<file path="src/rtl/commit_controller.sv">
// Retirement sequencer for the ROB head: regfile writeback, committed stores over a
// request/ack D-mem handshake, mispredict squash/redirect and the sticky halt state.
module commit_controller #(
    parameter int XLEN      = 32,
    parameter int REG_IDX_W = 5,
    parameter int CNT_W     = 32
) (
    input  logic                 clock,
    input  logic                 reset,
    input  logic                 head_valid,
    input  logic                 head_ready,
    input  logic                 head_wr_mem,
    input  logic                 head_mispredict,
    input  logic                 head_halt,
    input  logic [REG_IDX_W-1:0] head_dest_reg,
    input  logic [XLEN-1:0]      head_result,
    input  logic [XLEN-1:0]      head_target_pc,
    input  logic [XLEN-1:0]      head_addr,
    input  logic [XLEN-1:0]      head_store_data,
    output logic                 mem_req_valid,
    output logic [XLEN-1:0]      mem_req_addr,
    output logic [XLEN-1:0]      mem_req_data,
    input  logic                 mem_req_ready,
    input  logic                 mem_ack,
    output logic                 retire_valid,
    output logic                 rf_wr_en,
    output logic [REG_IDX_W-1:0] rf_wr_idx,
    output logic [XLEN-1:0]      rf_wr_data,
    output logic                 squash,
    output logic [XLEN-1:0]      squash_pc,
    output logic                 halted,
    output logic [CNT_W-1:0]     retired_count
);

    typedef enum logic [1:0] {RUN, ST_REQ, ST_WAIT, HALTED} state_t;

    state_t          state, state_next;
    logic [XLEN-1:0] store_addr, store_data;
    logic            latch_store;
    logic            head_fire;

    assign head_fire     = head_valid & head_ready;
    assign mem_req_addr  = store_addr;
    assign mem_req_data  = store_data;

    // Mealy outputs; everything is forced low while reset is held so the ROB
    // and D-mem see no strobes even though the head inputs may be live.
    always_comb begin
        state_next    = state;
        latch_store   = 1'b0;
        mem_req_valid = 1'b0;
        retire_valid  = 1'b0;
        rf_wr_en      = 1'b0;
        rf_wr_idx     = '0;
        rf_wr_data    = '0;
        squash        = 1'b0;
        squash_pc     = '0;
        halted        = 1'b0;
        if (reset) begin
            case (state)
                RUN: begin
                    if (head_fire) begin
                        if (head_wr_mem) begin
                            latch_store = 1'b1;
                            state_next  = ST_REQ;
                        end else begin
                            retire_valid = 1'b1;
                            rf_wr_en     = |head_dest_reg;
                            rf_wr_idx    = head_dest_reg;
                            rf_wr_data   = head_result;
                            if (head_mispredict) begin
                                squash    = 1'b1;
                                squash_pc = head_target_pc;
                            end
                            if (head_halt) state_next = HALTED;
                        end
                    end
                end
                ST_REQ: begin
                    mem_req_valid = 1'b1;
                    // An ack that arrives without ready belongs to no request and is dropped.
                    if (mem_req_ready) begin
                        if (mem_ack) begin
                            retire_valid = 1'b1;
                            state_next   = RUN;
                        end else begin
                            state_next   = ST_WAIT;
                        end
                    end
                end
                ST_WAIT: begin
                    if (mem_ack) begin
                        retire_valid = 1'b1;
                        state_next   = RUN;
                    end
                end
                HALTED: begin
                    halted = 1'b1;
                end
                default: state_next = RUN;
            endcase
        end
    end

    always_ff @(posedge clock or negedge reset) begin
        if (!reset) begin
            state         <= RUN;
            retired_count <= '0;
            store_addr    <= '0;
            store_data    <= '0;
        end else begin
            state <= state_next;
            if (retire_valid) retired_count <= retired_count + CNT_W'(1);
            if (latch_store) begin
                store_addr <= head_addr;
                store_data <= head_store_data;
            end
        end
    end

endmodule

</file>
<file path="config.mk">
export PLATFORM = sky130hd
export DESIGN_NAME = commit_controller
export DESIGN_NICKNAME = d
export VERILOG_FILES = /design/src/rtl/commit_controller.sv
export SDC_FILE = /design/constraint.sdc
export NUM_CORES = 1
export LEC_CHECK = 0
export CELL_PAD_IN_SITES_DETAIL_PLACEMENT = 1
export CELL_PAD_IN_SITES_GLOBAL_PLACEMENT = 2
export CORE_ASPECT_RATIO = 0.7
export CORE_MARGIN = 2
export CORE_UTILIZATION = 21
export DETAILED_ROUTE_END_ITERATION = 7
export GPL_ROUTABILITY_DRIVEN = 1
export PLACE_DENSITY_LB_ADDON = 0.1
export SLEW_MARGIN = 20
export SYNTH_ARGS = -nofsm -noshare
export SYNTH_HDL_FRONTEND = slang
export SYNTH_SLANG_ARGS = --single-unit
</file>
<file path="constraint.sdc">
create_clock -name clock -period 2.25 [get_ports clock]
set_input_delay 0.225 -clock clock [delete_from_list [all_inputs] [get_ports clock]]
set_output_delay 0.225 -clock clock [all_outputs]
set_load 0.02 [all_outputs]
</file>
==> out/summary.log <==
[routing] Wirelength per Cell 18.4 um
[global_route] wire length of the first global-routing pass 27.2 mm
[routing] 1st-pass router iterations 4
[setup_path] Slowest cell on crit path clkdlybuf4s50_1
[sta] headroom to the max-slew limit 48.4%
[routing] drt initial violations 122
[cts] root buffer cell clkbuf_16
[cts] clock latency on the worst-skew pair 0.35 ns
[synthesis] Netlist cell types 37
[setup_path] kind of launch point of the worst setup path register
[cts] maximum level of the CTS H-tree 3
[floorplanning] starting density of the core 21.5%
[floorplanning] area of the placeable core 21700 um^2
[routing] ratio of routed vias to standard cells 4.27
[placement] post-detail-place hpwl 14.0 mm
[sta] Setup Total Neg Slack 0 ns
[sta] highest achievable clock rate 476 MHz
[routing] number of nets still failing antenna checks after routing 0
[final_layout] final design utilization 38.9%
[placement] number of port buffers 311
[floorplanning] count of boundary I/O pins 312
[routing] final routed wirelength across all metal layers 18.3 mm
[global_route] antenna violations before repair 0
[synthesis] area fraction in compound gates after synthesis 1.13%
[routing] vias post-DR 4242
[final_layout] share of final-layout standard cells stronger than drive strength 1 26.8%
[sta] final hold violations 0
[setup_path] required time reported for the critical path endpoint 2.03 ns
[synthesis] Seq cells post-synth 98
[synthesis] fraction of synthesized area in multiplexers 15.9%
[synthesis] portion of the post-synthesis area used by sequential elements 52.6%
[cts] clock-pin slew of the registers on the worst-case setup and hold paths 0.07 ns
[pwr] total power consumption of the routed design 7.74 mW
[routing] wire length on met2 9.13 mm
[routing] sum of met3 wire segment lengths after detailed routing 1.29 mm
[setup_path] Worst path most repeated cell buf_4
[hold_path] path category of the worst min-delay check input port to async pin
[flow_run] max cap viols 0
[setup_path] Max stage delay on crit path 0.55 ns
[global_route] largest net degree at the start of global routing 59
[synthesis] Netlist Area Pre-Place 4660 um^2
[floorplanning] horizontal die dimension 182 um
[floorplanning] Die Footprint 23400 um^2
[floorplanning] vertical extent of the die 129 um
[synthesis] XOR/XNOR share of the synthesized area 5.82%
[global_route] GRT Util Overall 15.2%
[synthesis] Avg Cell Area, Syn 12.3 um^2
[sta] worst setup skew after layout 0.00953 ns
[routing] highest routed metal layer met4
[cts] Sinks on Clock Net 98
[pwr] peak ir drop on the vdd network 0.346 mV
[final_layout] relative area change from synthesis to final layout 81.1%
[setup_path] list of cells traversed by the critical path buf_4 > buf_4 > ha_1 > and2_1 > clkdlybuf4s50_1
[sta] Worst Max-Slew Pin Slew 0.774 ns
[setup_path] top fanout value on the critical path 3
[sta] Max Transition Viols Final 0
[final_layout] most used cells in the layout excluding fill and tap cells clkdlybuf4s50_1 (237), dfrtp_1 (98), mux2_2 (50)
[pwr] Cell Pwr Density 917 nW/um^2
[setup_path] Worst EP arrival 1.87 ns
[final_layout] antenna fix cells 0
[placement] DP Worst Slack -0.122 ns
[cts] TritonCTS clock tree built
[routing] Remaining DRCs 0
[placement] gpl congestion 0.789
[synthesis] arithmetic-cell share of the synthesized area counting full adders, half adders and majority gates 1.61%
[cts] number of buffers created by CTS 9
[cts] Longest Clk Path Bufs 2
[synthesis] main combinational cell family by area after synthesis simple AND/OR/NAND/NOR gates
[synthesis] gate count of the mapped netlist 378
[final_layout] most frequent standard cell in the layout excluding fill and tap cells clkdlybuf4s50_1
[global_route] overall overflow remaining after global route 0
[sta] Worst Setup Slack, final 0.150 ns
[global_route] number of global-route vias before repair 4668
[synthesis] area share of and/or/nand/nor cells after synthesis 20.3%
[synthesis] post-synthesis net count 526
[final_layout] nets 856
[setup_path] crit path kind register to output port
[floorplanning] Core Rows 45
[run_status] result of the run complete, no violations
[sta] final setup violation count 0
[pwr] Leakage 4.05 nW
[sta] period utilisation layout 93.3%
[setup_path] type of destination of the critical path output port
[routing] Met1 Routed Length 7.64 mm
[sta] time the final worst path needs with I/O delays and setup 2.10 ns
[synthesis] Synth warnings 0
==> registers in the layout, indices dropped and copies added, names as in the netlist <==
| name | flops |
|---|---|
| mem_req_data | 32 |
| state | 2 |
| retired_count | 32 |
| mem_req_addr | 32 |
==> worst max-delay path, delay by kind of cell, from the launching register on <==
| kind | cells | cell delay (ns) |
|---|---|---|
| adder cells (fa/ha/maj) | 1 | 0.18 |
| buffers and inverters | 3 | 0.81 |
| flip-flops | 1 | 0.39 |
| AND/OR/NAND/NOR | 1 | 0.15 |
==> synthesized netlist by cell type, drive strengths merged <==
library cell,number,area (um^2)
a21oi,1,5.00
a221o,1,10.0
a31oi,1,6.26
and2,40,250
and3,34,213
and4,5,43.8
buf,5,37.5
clkbuf,17,63.8
dfrtp,98,2450
ha,6,75.1
inv,6,22.5
mux2,64,721
mux2i,2,20.0
nand2,15,56.3
nand2b,1,6.26
nand3,7,35.0
nand3b,1,7.51
nand4,8,50.1
nor2,3,11.3
nor3,8,40.0
nor3b,3,32.5
nor4,9,100
nor4b,5,77.6
o2111ai,1,8.76
o21a,1,7.51
o21ai,1,5.00
o32a,1,10.0
or4,3,22.5
xnor2,5,43.8
xor2,26,228
==> routing by layer <==
layer / GRT usage (%) / vias up
li1: - / 1986
met1: 18.3 / 2052
met2: 26.6 / 188
met3: 4.90 / 16
met4: 3.75 / 0
met5: 0 / -
==> metrics by stage <==
stage          cell area (um^2)  cells  hold slack, ns
2_1_floorplan              4660    378         -0.0706
3_3_place_gp               8230    971          0.0628
3_5_place_dp               8230    971          0.0619
4_1_cts                    8370    992          0.0638
5_1_grt                    8440    994          0.0935
6_report                   8440    994          0.0442
==> what timing repair did <==
item / CTS / global route
pin swaps: 2 / 1
resized for setup: 306 / 28
cloned: 2 / 1
hold buffers: 1 / 0
endpoints found under the setup margin: 73 / 93
endpoints found under the hold margin: 2 / 0
setup buffers: 3 / 1
==> power breakdown <==
part	internal (mW)	switching, mW	total, mW
Clock	0.870	0.704	1.57
Sequential	2.36	0.323	2.68
Combinational	1.86	1.63	3.49
Total	5.08	2.66	7.74
==> final timing paths <==
path	startpoint	endpoint	slack, ns	cells past startpoint
max	state[0]	halted	0.15	5
min	reset	retired_count[6]	0.04	2
max reg2reg	state[0]	retired_count[23]	0.16	8
min reg2reg	retired_count[31]	retired_count[31]	0.49	1
max in group asynchronous	reset	mem_req_data[13]	1.59	2
min in group clock	head_addr[24]	mem_req_addr[24]	0.47	2
==> cell families after synthesis <==
kind of cell,Yosys count
buffers and inverters,28
adders and majority gates,6
xor gates and xnor gates,31
muxes,66
AOI/OAI and AO/OA,7
and+or+nand+nor,142
DFF,98
==> final cells by class <==
| type | count | area [um^2] |
|---|---|---|
| fill | 2392 | 13300 |
| timing repair buffer | 341 | 3160 |
| sequential | 98 | 2450 |
| multi-input combinational | 252 | 2160 |
| tap | 282 | 353 |
| clock buffer | 9 | 225 |
| clock inverter | 6 | 73.8 |
| inverter | 6 | 22.5 |
(Power assumes the default switching activity.)
